===== config.mk =====
export PLATFORM = sky130hd
export DESIGN_NAME = bullet_controller
export DESIGN_NICKNAME = d
export VERILOG_FILES = /design/src/rtl/bullet_controller.sv
export SDC_FILE = /design/constraint.sdc
export NUM_CORES = 1
export LEC_CHECK = 0
export BUFFER_PORTS_ARGS = -buffer_cell sky130_fd_sc_hd__buf_4
export CORE_MARGIN = 5
export CORE_UTILIZATION = 53
export DETAILED_ROUTE_END_ITERATION = 10
export PLACE_DENSITY = 0.79
export SLEW_MARGIN = 10
export SYNTH_ARGS = -nofsm -noshare
export SYNTH_HDL_FRONTEND = slang
export SYNTH_SLANG_ARGS = --single-unit

===== constraint.sdc =====
create_clock -name clk -period 4 [get_ports clk]
set_input_delay 1.2 -clock clk [delete_from_list [all_inputs] [get_ports clk]]
set_output_delay 1.2 -clock clk [all_outputs]
set_load 0.05 [all_outputs]

===== src/rtl/bullet_controller.sv =====
// Player bullet pool: spawns at the muzzle on a frame tick, moves bullets up each tick,
// and retires them at the top of the screen or on a hit. Optional macro: BULLET_AUTOFIRE_EN.
`default_nettype none

module bullet_controller #(
   parameter int N_BULLETS       = 4,
   parameter int BULLET_SPEED    = 4,
   parameter int BULLET_H        = 8,
   parameter int MUZZLE_X_OFF    = 7,
   parameter int COOLDOWN_FRAMES = 8
) (
   input  logic                    clk,
   input  logic                    reset,
   input  logic                    frame_tick,
   input  logic                    fire,
   input  logic [9:0]              player_x,
   input  logic [9:0]              player_y,
   input  logic [N_BULLETS-1:0]    hit,
   output logic [10*N_BULLETS-1:0] bullet_x,
   output logic [10*N_BULLETS-1:0] bullet_y,
   output logic [N_BULLETS-1:0]    bullet_active,
   output logic                    fire_ack
);

   localparam int CD_W = $clog2(COOLDOWN_FRAMES + 1);
   localparam logic [CD_W-1:0] CD_LOAD = CD_W'(COOLDOWN_FRAMES - 1);

   logic [N_BULLETS-1:0] r_active;
   logic [9:0]           r_x [N_BULLETS];
   logic [9:0]           r_y [N_BULLETS];
   logic [CD_W-1:0]      r_cooldown;
   logic                 r_fire_prev;
   logic                 r_fire_ack;

   logic                 w_fire_req;
   logic                 w_spawn;
   logic [N_BULLETS-1:0] w_free_onehot;

`ifdef BULLET_AUTOFIRE_EN
   assign w_fire_req = fire;
`else
   logic r_fire_armed;
   logic w_fire_edge;

   // A press between ticks arms one request; the next tick consumes or drops it.
   assign w_fire_edge = fire & ~r_fire_prev;
   assign w_fire_req  = r_fire_armed | w_fire_edge;

   always_ff @(posedge clk or posedge reset) begin
      if (reset)
         r_fire_armed <= 1'b0;
      else if (frame_tick)
         r_fire_armed <= 1'b0;
      else if (w_fire_edge)
         r_fire_armed <= 1'b1;
   end
`endif

   // Lowest-index slot that is free at the start of the cycle.
   always_comb begin
      w_free_onehot = '0;
      for (int i = N_BULLETS - 1; i >= 0; i--) begin
         if (!r_active[i]) begin
            w_free_onehot    = '0;
            w_free_onehot[i] = 1'b1;
         end
      end
   end

   assign w_spawn = frame_tick && w_fire_req && (r_cooldown == '0) &&
                    !(&r_active) && (player_y >= 10'(BULLET_H));

   // NOTE: the slot array is small and drives outputs with defined reset values,
   // so it is reset like any other register.
   always_ff @(posedge clk or posedge reset) begin
      if (reset) begin
         r_active    <= '0;
         r_cooldown  <= '0;
         r_fire_prev <= 1'b0;
         r_fire_ack  <= 1'b0;
         for (int i = 0; i < N_BULLETS; i++) begin
            r_x[i] <= '0;
            r_y[i] <= '0;
         end
      end else begin
         // NOTE: non-blocking assignments keep every slot reading start-of-cycle state.
         r_fire_prev <= fire;
         r_fire_ack  <= w_spawn;

         if (w_spawn)
            r_cooldown <= CD_LOAD;
         else if (frame_tick && r_cooldown != '0)
            r_cooldown <= r_cooldown - 1'b1;

         for (int i = 0; i < N_BULLETS; i++) begin
            if (w_spawn && w_free_onehot[i]) begin
               r_active[i] <= 1'b1;
               r_x[i]      <= player_x + 10'(MUZZLE_X_OFF);
               r_y[i]      <= player_y - 10'(BULLET_H);
            end else if (r_active[i]) begin
               if (hit[i])
                  r_active[i] <= 1'b0;
               else if (frame_tick) begin
                  if (r_y[i] >= 10'(BULLET_SPEED))
                     r_y[i] <= r_y[i] - 10'(BULLET_SPEED);
                  else
                     r_active[i] <= 1'b0;
               end
            end
         end
      end
   end

   for (genvar g = 0; g < N_BULLETS; g++) begin : g_pack
      assign bullet_x[10*g +: 10] = r_x[g];
      assign bullet_y[10*g +: 10] = r_y[g];
   end

   assign bullet_active = r_active;
   assign fire_ack      = r_fire_ack;

endmodule

`default_nettype wire


==> results of run 1 <==
## through the flow
| stage | setup slack, ns | std cells | power [W] | util (%) |
|---|---|---|---|---|
| 2_1_floorplan | 0.436 | 478 | 0.00175 | - |
| 3_3_place_gp | 0.643 | 682 | 0.00203 | 66.0 |
| 3_5_place_dp | 0.571 | 682 | 0.00205 | 66.0 |
| 4_1_cts | 0.953 | 698 | 0.00273 | 68.6 |
| 5_1_grt | 0.847 | 698 | 0.00285 | 68.6 |
| 6_report | 0.914 | 698 | 0.00272 | 68.6 |
## worst max-delay path by stage
stage,cells after the start,slack [ns],to
2_1_floorplan,1,0.44,bullet_active[0]
3_3_place_gp,6,0.64,bullet_y[34]
3_5_place_dp,6,0.57,bullet_y[32]
4_1_cts,6,0.95,bullet_y[32]
5_1_grt,6,0.85,bullet_y[32]
6_report,6,0.91,bullet_y[32]
## state kept, by name, summed over array words and instances, names as in the netlist
| register | cells |
|---|---|
| bullet_active | 4 |
| bullet_x | 40 |
| r_fire_armed | 1 |
| fire_ack | 1 |
| r_cooldown | 4 |
| r_fire_prev | 1 |
| bullet_y | 40 |
## kinds of logic after synthesis
| kind of cell | Yosys count |
|---|---|
| flops | 91 |
| simple gates | 224 |
| buf+inv | 41 |
| fa+ha+maj | 12 |
| xor+xnor | 18 |
| compound gates | 80 |
| mux | 12 |
## power by group through the flow
stage | combinational, W | sequential [W] | clock (W)
floorplan | 0.000278 | 0.00147 | 0
global placement | 0.000864 | 0.00116 | 0
detailed placement | 0.000884 | 0.00117 | 0
CTS | 0.000885 | 0.00115 | 0.000696
global route | 0.000940 | 0.00117 | 0.000736
finish | 0.000878 | 0.00115 | 0.000687
## metal layers
layer,wire length (um),vias up,part of all wire (%)
met3,1130,33,8.8
li1,-,1900,-
met5,0,-,0
met2,6010,198,47
met1,5230,1959,41
met4,406,0,3.2
## placed cells by master, fill, tap and decap left out, types with 6 or more instances in the layout
| cell | instances |
|---|---|
| mux2_2 | 9 |
| ha_1 | 12 |
| or4_1 | 7 |
| nor2b_1 | 8 |
| nor3b_1 | 6 |
| o211ai_1 | 10 |
| o21ai_0 | 18 |
| o221ai_1 | 7 |
| xnor2_1 | 11 |
| nand3_1 | 10 |
| inv_1 | 22 |
| buf_4 | 116 |
| a221o_1 | 11 |
| nor2_1 | 27 |
| dfrtp_1 | 91 |
| nand2_1 | 129 |
| clkbuf_8 | 9 |
| nor3_1 | 8 |
| xor2_1 | 7 |
## area by class of cell
type	count	area (um^2)	share of cell area, %
multi-input combinational	346	2090	36.7
sequential	91	2280	40.0
inverter	23	87.6	1.54
clock buffer	10	128	2.24
timing repair buffer	117	891	15.7
tap	105	131	2.31
clock inverter	6	88.8	1.56
## worst reg2reg max path, stage by stage (launching register included)
cell and delay [ns]:
dfrtp_1 0.40, inv_1 0.12, ha_1 0.15, nor3b_1 0.21, o211a_1 0.41, and3_1 0.61
o21ai_1 0.28, a221o_1 0.40
==> impl_results.html, run 1 <==
<table>
<tr><th>Metric</th><th>Value</th></tr>
<tr><th colspan="2">Power and ir drop</th></tr>
<tr><td>Switching Power</td><td>0.00105 W</td></tr>
<tr><td>Cell-internal power</td><td>0.00167 W</td></tr>
<tr><td>Switching share of total power</td><td>38.5%</td></tr>
<tr><td>Power share of the combinational group</td><td>32.3%</td></tr>
<tr><td>Clock network fraction of design power</td><td>25.3%</td></tr>
<tr><td>Part of the power in registers</td><td>42.4%</td></tr>
<tr><td>Leakage power summed over all cells</td><td>3.00 nW</td></tr>
<tr><td>Pwr/cell area</td><td>477 nW/um^2</td></tr>
<tr><td>Maximum vdd drop</td><td>351 uV</td></tr>
<tr><th colspan="2">Clocking</th></tr>
<tr><td>Post CTS Setup Buffer Count</td><td>0</td></tr>
<tr><td>Clock buffer count from CTS</td><td>9</td></tr>
<tr><td>Resized Gates After CTS</td><td>0</td></tr>
<tr><td>Clk root buf</td><td>clkbuf_8</td></tr>
<tr><td>Clk slew on worst S/H paths</td><td>0.09 ns</td></tr>
<tr><td>Hold buffer count at cts</td><td>0</td></tr>
<tr><td>Depth of the CTS H-tree</td><td>3</td></tr>
<tr><td>Number of buffers between clock root and the deepest sink</td><td>2</td></tr>
<tr><td>Clock latency of the later-clocked register in the worst-skew pair</td><td>0.36 ns</td></tr>
<tr><td>Total clock sinks</td><td>91</td></tr>
<tr><td>Clock tree from TritonCTS</td><td>built</td></tr>
<tr><th colspan="2">Floorplanning</th></tr>
<tr><td>Core footprint</td><td>8300 um^2</td></tr>
<tr><td>Die boundary width</td><td>103 um</td></tr>
<tr><td>Initial core utilization</td><td>54.8%</td></tr>
<tr><td>Chip Height</td><td>103 um</td></tr>
<tr><td>Rows</td><td>33</td></tr>
<tr><td>Total I/O pin count</td><td>113</td></tr>
<tr><td>Area of the die</td><td>10500 um^2</td></tr>
<tr><th colspan="2">Setup path</th></tr>
<tr><td>Top cell by count, worst path</td><td>or4_4</td></tr>
<tr><td>Critical Path AT</td><td>3.39 ns</td></tr>
<tr><td>Origin of the worst setup path</td><td>player_y[8]</td></tr>
<tr><td>Worst-path cell with the longest stage delay</td><td>or4_4</td></tr>
<tr><td>CP max FO</td><td>16</td></tr>
<tr><td>Required time worst endpoint</td><td>4.31 ns</td></tr>
<tr><td>Origin of the critical flop-to-flop path</td><td>r_cooldown[0]</td></tr>
<tr><td>Kind of critical path</td><td>in -&gt; reg</td></tr>
<tr><td>Cell breakdown of the critical path</td><td>buf_4 &gt; or4_4 &gt; or4_4 &gt; and3_1 &gt; o21ai_1 &gt; a221o_1</td></tr>
<tr><td>Worst-case reg-to-reg path depth</td><td>7</td></tr>
<tr><td>Delay-heaviest family, CP</td><td>simple AND/OR/NAND/NOR gates</td></tr>
<tr><td>Worst Setup Start Kind</td><td>primary input</td></tr>
<tr><td>Kind of end point of the critical path</td><td>flip-flop</td></tr>
<tr><td>Peak per-stage delay on the critical path</td><td>0.53 ns</td></tr>
<tr><td>R2r setup slk</td><td>1.32 ns</td></tr>
<tr><td>Buffering stage count on the worst path with inverters included</td><td>1</td></tr>
<tr><td>R2r endpoint</td><td>bullet_y[36]</td></tr>
<tr><th colspan="2">Route</th></tr>
<tr><td>DRT iter0 DRCs</td><td>226</td></tr>
<tr><td>Total detailed-routing wirelength</td><td>12800 um</td></tr>
<tr><td>Drc violations</td><td>0</td></tr>
<tr><td>Post-DR vias/cell</td><td>5.86</td></tr>
<tr><td>Vias after detailed routing</td><td>4090</td></tr>
<tr><td>Routed length per instance</td><td>18.3 um</td></tr>
<tr><td>Iteration count of the initial detailed-routing pass</td><td>5</td></tr>
<tr><td>Antenna violation net count after detailed routing</td><td>0</td></tr>
<tr><th colspan="2">Placement</th></tr>
<tr><td>Global placer's final weighted congestion</td><td>0.893</td></tr>
<tr><td>HPWL Detailed</td><td>9630 um</td></tr>
<tr><td>Cell Area, Placed</td><td>5480 um^2</td></tr>
<tr><td>Count of buffers from port buffering</td><td>112</td></tr>
<tr><th colspan="2">Synth</th></tr>
<tr><td>Post-synthesis share of cell area spent on full adders, half adders and majority gates</td><td>3.30%</td></tr>
<tr><td>Parity-gate share of the synthesized area counting xor and xnor cells</td><td>3.46%</td></tr>
<tr><td>Portion of the post-synthesis area used by sequential elements</td><td>50.0%</td></tr>
<tr><td>Number of synthesis warnings</td><td>0</td></tr>
<tr><td>Complex-gate fraction of the synthesized area</td><td>13.6%</td></tr>
<tr><td>Mean Syn Cell Area</td><td>9.52 um^2</td></tr>
<tr><td>Synth Net Count</td><td>518</td></tr>
<tr><td>Number of synthesized flops with an enable pin</td><td>0</td></tr>
<tr><td>Cell count after synthesis</td><td>478</td></tr>
<tr><td>Area share of the largest cell type after synthesis</td><td>50.0%</td></tr>
<tr><td>Post-synthesis mux area share</td><td>2.89%</td></tr>
<tr><td>Cell with the most instances after synthesis</td><td>nand2_1</td></tr>
<tr><td>Total standard cell area after synthesis</td><td>4550 um^2</td></tr>
<tr><td>Synth top area cells</td><td>dfrtp_1, nand2_1, ha_1, a221o_1, mux2_2</td></tr>
<tr><td>Area fraction in and, or, nand and nor cells after synthesis</td><td>22.7%</td></tr>
<tr><td>FFs w/ async S/R, synth</td><td>100%</td></tr>
<tr><td>List of most frequent post-synthesis cells</td><td>nand2_1, dfrtp_1, nor2_1</td></tr>
<tr><td>Number of library cell types mapped by synthesis</td><td>53</td></tr>
<tr><td>Combinational family with the most area after synthesis</td><td>simple AND/OR/NAND/NOR gates</td></tr>
<tr><td>Main flop type after synthesis</td><td>dfrtp_1</td></tr>
<tr><td>Biggest area consumer among synthesized cells</td><td>dfrtp_1</td></tr>
<tr><td>Flops &amp; latches, synth</td><td>91</td></tr>
<tr><th colspan="2">STA</th></tr>
<tr><td>Max-slew violation count</td><td>0</td></tr>
<tr><td>Minimum hold slack</td><td>0.475 ns</td></tr>
<tr><td>Unrepaired setup endpoints after global routing</td><td>false</td></tr>
<tr><td>Slew margin rel.</td><td>49.4%</td></tr>
<tr><td>Setup_tns</td><td>0 ns</td></tr>
<tr><td>Transition time of the tightest slew-check pin</td><td>0.759 ns</td></tr>
<tr><td>Final worst clock skew</td><td>0.0124 ns</td></tr>
<tr><td>Portion of the clock cycle consumed by the worst path in the final layout</td><td>77.2%</td></tr>
<tr><td>Maximum frequency from static timing analysis</td><td>324 MHz</td></tr>
<tr><td>Final count of hold timing violations</td><td>0</td></tr>
<tr><td>Final setup viols</td><td>0</td></tr>
<tr><td>Min cycle time layout</td><td>3.09 ns</td></tr>
<tr><th colspan="2">Global route</th></tr>
<tr><td>All-Layer GR Usage</td><td>25.0%</td></tr>
<tr><td>Global-route wire length before repair</td><td>20300 um</td></tr>
<tr><td>Congestion Overflow GR</td><td>0</td></tr>
<tr><td>Met2 track demand over resource in global routing</td><td>40.2%</td></tr>
<tr><td>Maximum number of pins on one net before global-route repair</td><td>49</td></tr>
<tr><td>Met1 usage</td><td>33.0%</td></tr>
<tr><td>Busiest metal layer after global routing</td><td>met2</td></tr>
<tr><td>Antenna violations before repair</td><td>0</td></tr>
<tr><td>GRT met3 Usage</td><td>5.01%</td></tr>
<tr><td>Number of global-route vias before repair</td><td>3973</td></tr>
<tr><th colspan="2">Finish</th></tr>
<tr><td>Design Area, Final</td><td>5690 um^2</td></tr>
<tr><td>Final-stage net count</td><td>628</td></tr>
<tr><td>Filler cell count</td><td>676</td></tr>
<tr><td>Number of antenna diodes</td><td>0</td></tr>
<tr><td>Area growth from synthesis to layout</td><td>25.0%</td></tr>
<tr><td>Share of layout cells above drive strength 1</td><td>25.6%</td></tr>
<tr><th colspan="2">Status</th></tr>
<tr><td>Run status</td><td>finished, final reports clean</td></tr>
<tr><th colspan="2">Worst hold path</th></tr>
<tr><td>Instance count along the most critical hold path</td><td>1</td></tr>
<tr><td>Min-Delay Path Class</td><td>reg -&gt; reg</td></tr>
<tr><td>Worst hold path endpoint</td><td>r_cooldown[3]</td></tr>
<tr><td>Startpoint of the worst hold path</td><td>r_cooldown[3]</td></tr>
<tr><th colspan="2">Flow run</th></tr>
<tr><td>Number of maximum-capacitance violations</td><td>0</td></tr>
</table>
Note: power is estimated with default switching activity, not from simulation.
==> inputs of run 2 (changes only) <==
clock period = 3 ns   (was 4 ns; I/O delays follow)
==> impl_results.html, run 2 (synthesis results as in run 1) <==
<table>
<tr><th>Metric</th><th>Value</th></tr>
<tr><th colspan="2">Status</th></tr>
<tr><td>Run status</td><td>finished, final reports clean</td></tr>
<tr><th colspan="2">Global route</th></tr>
<tr><td>Antenna violations before repair</td><td>0 (unchanged)</td></tr>
<tr><td>Number of global-route vias before repair</td><td>4192 (+5.5%)</td></tr>
<tr><td>Maximum number of pins on one net before global-route repair</td><td>47 (-4.1%)</td></tr>
<tr><td>Congestion Overflow GR</td><td>0 (unchanged)</td></tr>
<tr><td>All-Layer GR Usage</td><td>25.8% (+0.80 points)</td></tr>
<tr><td>Global-route wire length before repair</td><td>20900 um (+3.4%)</td></tr>
<tr><th colspan="2">Finish</th></tr>
<tr><td>Design Area, Final</td><td>5770 um^2 (+1.3%)</td></tr>
<tr><td>Final-stage net count</td><td>638 (+1.6%)</td></tr>
<tr><td>Final cell utilization of the core</td><td>69.5% (+0.90 points)</td></tr>
<tr><td>Area growth from synthesis to layout</td><td>26.7%</td></tr>
<tr><td>Most frequent cells in the layout</td><td>nand2_1, buf_4, dfrtp_1</td></tr>
<tr><td>Most common cell after layout, fill and taps aside</td><td>nand2_1</td></tr>
<tr><td>Share of layout cells above drive strength 1</td><td>27.0% (+1.4 points)</td></tr>
<tr><td>Non-filler instance count after layout</td><td>708 (+1.4%)</td></tr>
<tr><td>Filler cell count</td><td>668 (-1.2%)</td></tr>
<tr><td>Number of antenna diodes</td><td>0 (unchanged)</td></tr>
<tr><th colspan="2">Floorplanning</th></tr>
<tr><td>Core footprint</td><td>8300 um^2 (unchanged)</td></tr>
<tr><td>Rows</td><td>33 (unchanged)</td></tr>
<tr><td>Die boundary width</td><td>103 um (unchanged)</td></tr>
<tr><td>Chip Height</td><td>103 um (unchanged)</td></tr>
<tr><td>Total I/O pin count</td><td>113 (unchanged)</td></tr>
<tr><td>Area of the die</td><td>10500 um^2 (unchanged)</td></tr>
<tr><td>Initial core utilization</td><td>54.8% (unchanged)</td></tr>
<tr><th colspan="2">Setup path</th></tr>
<tr><td>Worst Setup Start Kind</td><td>primary input</td></tr>
<tr><td>CP max FO</td><td>11 (-5)</td></tr>
<tr><td>Required time worst endpoint</td><td>3.30 ns (-1.01 ns)</td></tr>
<tr><td>Kind of critical path</td><td>in -&gt; reg</td></tr>
<tr><td>Worst-case reg-to-reg path depth</td><td>7 (unchanged)</td></tr>
<tr><td>Critical Path AT</td><td>2.96 ns (-0.43 ns)</td></tr>
<tr><td>Kind of end point of the critical path</td><td>flip-flop</td></tr>
<tr><td>R2r setup slk</td><td>0.53 ns (-0.79 ns)</td></tr>
<tr><th colspan="2">Clocking</th></tr>
<tr><td>Resized Gates After CTS</td><td>0 (unchanged)</td></tr>
<tr><td>Clock latency of the later-clocked register in the worst-skew pair</td><td>0.36 ns (about the same)</td></tr>
<tr><td>Clock tree from TritonCTS</td><td>built</td></tr>
<tr><td>Clk root buf</td><td>clkbuf_8</td></tr>
<tr><td>Number of buffers between clock root and the deepest sink</td><td>2 (unchanged)</td></tr>
<tr><td>Total clock sinks</td><td>91 (unchanged)</td></tr>
<tr><td>Hold buffer count at cts</td><td>0 (unchanged)</td></tr>
<tr><td>Depth of the CTS H-tree</td><td>3 (unchanged)</td></tr>
<tr><td>Clock buffer count from CTS</td><td>9 (unchanged)</td></tr>
<tr><td>Post CTS Setup Buffer Count</td><td>0 (unchanged)</td></tr>
<tr><td>Clk slew on worst S/H paths</td><td>0.08 ns (about the same)</td></tr>
<tr><th colspan="2">Power and ir drop</th></tr>
<tr><td>Maximum vdd drop</td><td>465 uV (+32%)</td></tr>
<tr><td>Switching share of total power</td><td>38.2% (-0.32 points)</td></tr>
<tr><td>Pwr/cell area</td><td>632 nW/um^2 (+32%)</td></tr>
<tr><td>Leakage power summed over all cells</td><td>3.04 nW (+1.6%)</td></tr>
<tr><td>Switching Power</td><td>0.00139 W (+33%)</td></tr>
<tr><td>Clock network fraction of design power</td><td>25.6% (+0.3 points)</td></tr>
<tr><td>Power share of the combinational group</td><td>32.3% (about the same)</td></tr>
<tr><td>Part of the power in registers</td><td>42.2% (-0.2 points)</td></tr>
<tr><td>Cell-internal power</td><td>0.00225 W (+35%)</td></tr>
<tr><th colspan="2">STA</th></tr>
<tr><td>Final setup viols</td><td>0 (unchanged)</td></tr>
<tr><td>Min cycle time layout</td><td>2.66 ns</td></tr>
<tr><td>Max-slew violation count</td><td>0 (unchanged)</td></tr>
<tr><td>Slew margin rel.</td><td>57.0% (+7.6 points)</td></tr>
<tr><td>Final worst clock skew</td><td>0.00507 ns (-0.00730 ns)</td></tr>
<tr><td>Maximum frequency from static timing analysis</td><td>375 MHz</td></tr>
<tr><td>Final count of hold timing violations</td><td>0 (unchanged)</td></tr>
<tr><td>Unrepaired setup endpoints after global routing</td><td>false</td></tr>
<tr><td>Transition time of the tightest slew-check pin</td><td>0.635 ns (-0.124 ns)</td></tr>
<tr><td>Setup_tns</td><td>0 ns (unchanged)</td></tr>
<tr><td>Portion of the clock cycle consumed by the worst path in the final layout</td><td>88.8%</td></tr>
<tr><th colspan="2">Route</th></tr>
<tr><td>Post-DR vias/cell</td><td>5.86 (about the same)</td></tr>
<tr><td>Iteration count of the initial detailed-routing pass</td><td>4 (-1)</td></tr>
<tr><td>Total detailed-routing wirelength</td><td>13000 um (+1.9%)</td></tr>
<tr><td>Drc violations</td><td>0 (unchanged)</td></tr>
<tr><td>Antenna violation net count after detailed routing</td><td>0 (unchanged)</td></tr>
<tr><td>Vias after detailed routing</td><td>4151 (+1.5%)</td></tr>
<tr><td>DRT iter0 DRCs</td><td>252 (+12%)</td></tr>
<tr><td>Routed length per instance</td><td>18.4 um (+0.49%)</td></tr>
<tr><th colspan="2">Flow run</th></tr>
<tr><td>Number of maximum-capacitance violations</td><td>0 (unchanged)</td></tr>
<tr><th colspan="2">Placement</th></tr>
<tr><td>Global placer's final weighted congestion</td><td>0.878 (-1.7%)</td></tr>
<tr><td>Count of buffers from port buffering</td><td>112 (unchanged)</td></tr>
<tr><td>Dpl cells</td><td>692 (+1.5%)</td></tr>
<tr><td>HPWL Detailed</td><td>9790 um (+1.7%)</td></tr>
<tr><td>Cell Area, Placed</td><td>5540 um^2 (+1.2%)</td></tr>
<tr><th colspan="2">Worst hold path</th></tr>
<tr><td>Instance count along the most critical hold path</td><td>1 (unchanged)</td></tr>
<tr><td>Min-Delay Path Class</td><td>reg -&gt; reg</td></tr>
</table>
-- run 2: power by group through the flow --
stage / registers, W / logic [W] / clock network (W)
floorplan: 0.00196 / 0.000371 / 0
global placement: 0.00155 / 0.00115 / 0
detailed placement: 0.00155 / 0.00118 / 0
CTS: 0.00153 / 0.00118 / 0.000944
global route: 0.00156 / 0.00126 / 0.000986
finish: 0.00154 / 0.00117 / 0.000931
-- run 2: final cells by class --
class,count,area [um^2],area share [%]
clock inverter,6,88.8,1.54
timing repair buffer,127,953,16.5
inverter,23,90.1,1.56
clock buffer,10,138,2.39
sequential,91,2280,39.5
multi-input combinational,346,2090,36.2
tap,105,131,2.28
-- run 2: routing by layer --
layer  wire, um  GRT usage, %
met5          0             0
met3       1210          7.51
met2       6110          41.2
met1       5250          32.9
met4        457          11.0
-- run 2: metrics by stage --
stage / total power [W] / setup slack [ns] / hold slack (ns)
global route: 0.00380 / 0.262 / 0.508
CTS: 0.00366 / 0.360 / 0.483
global placement: 0.00270 / 0.0607 / 0.458
floorplan: 0.00233 / 0.162 / 0.443
detailed placement: 0.00273 / 0.000443 / 0.466
finish: 0.00364 / 0.336 / 0.481
-- run 2: worst max-delay path: stages --
cell and delay (ns):
buf_4 0.12, or4_4 0.53, or4_4 0.52, and3_1 0.29
o21ai_1 0.38, a221o_1 0.22
-- run 2: final timing paths --
check,start,end
setup / recovery,player_y[8],bullet_y[32]
hold / removal,r_cooldown[3],r_cooldown[3]
setup reg to reg,bullet_y[23],bullet_y[29]
hold reg to reg,r_cooldown[3],r_cooldown[3]
max in group asynchronous,reset,bullet_y[30]
min in group asynchronous,reset,bullet_x[24]
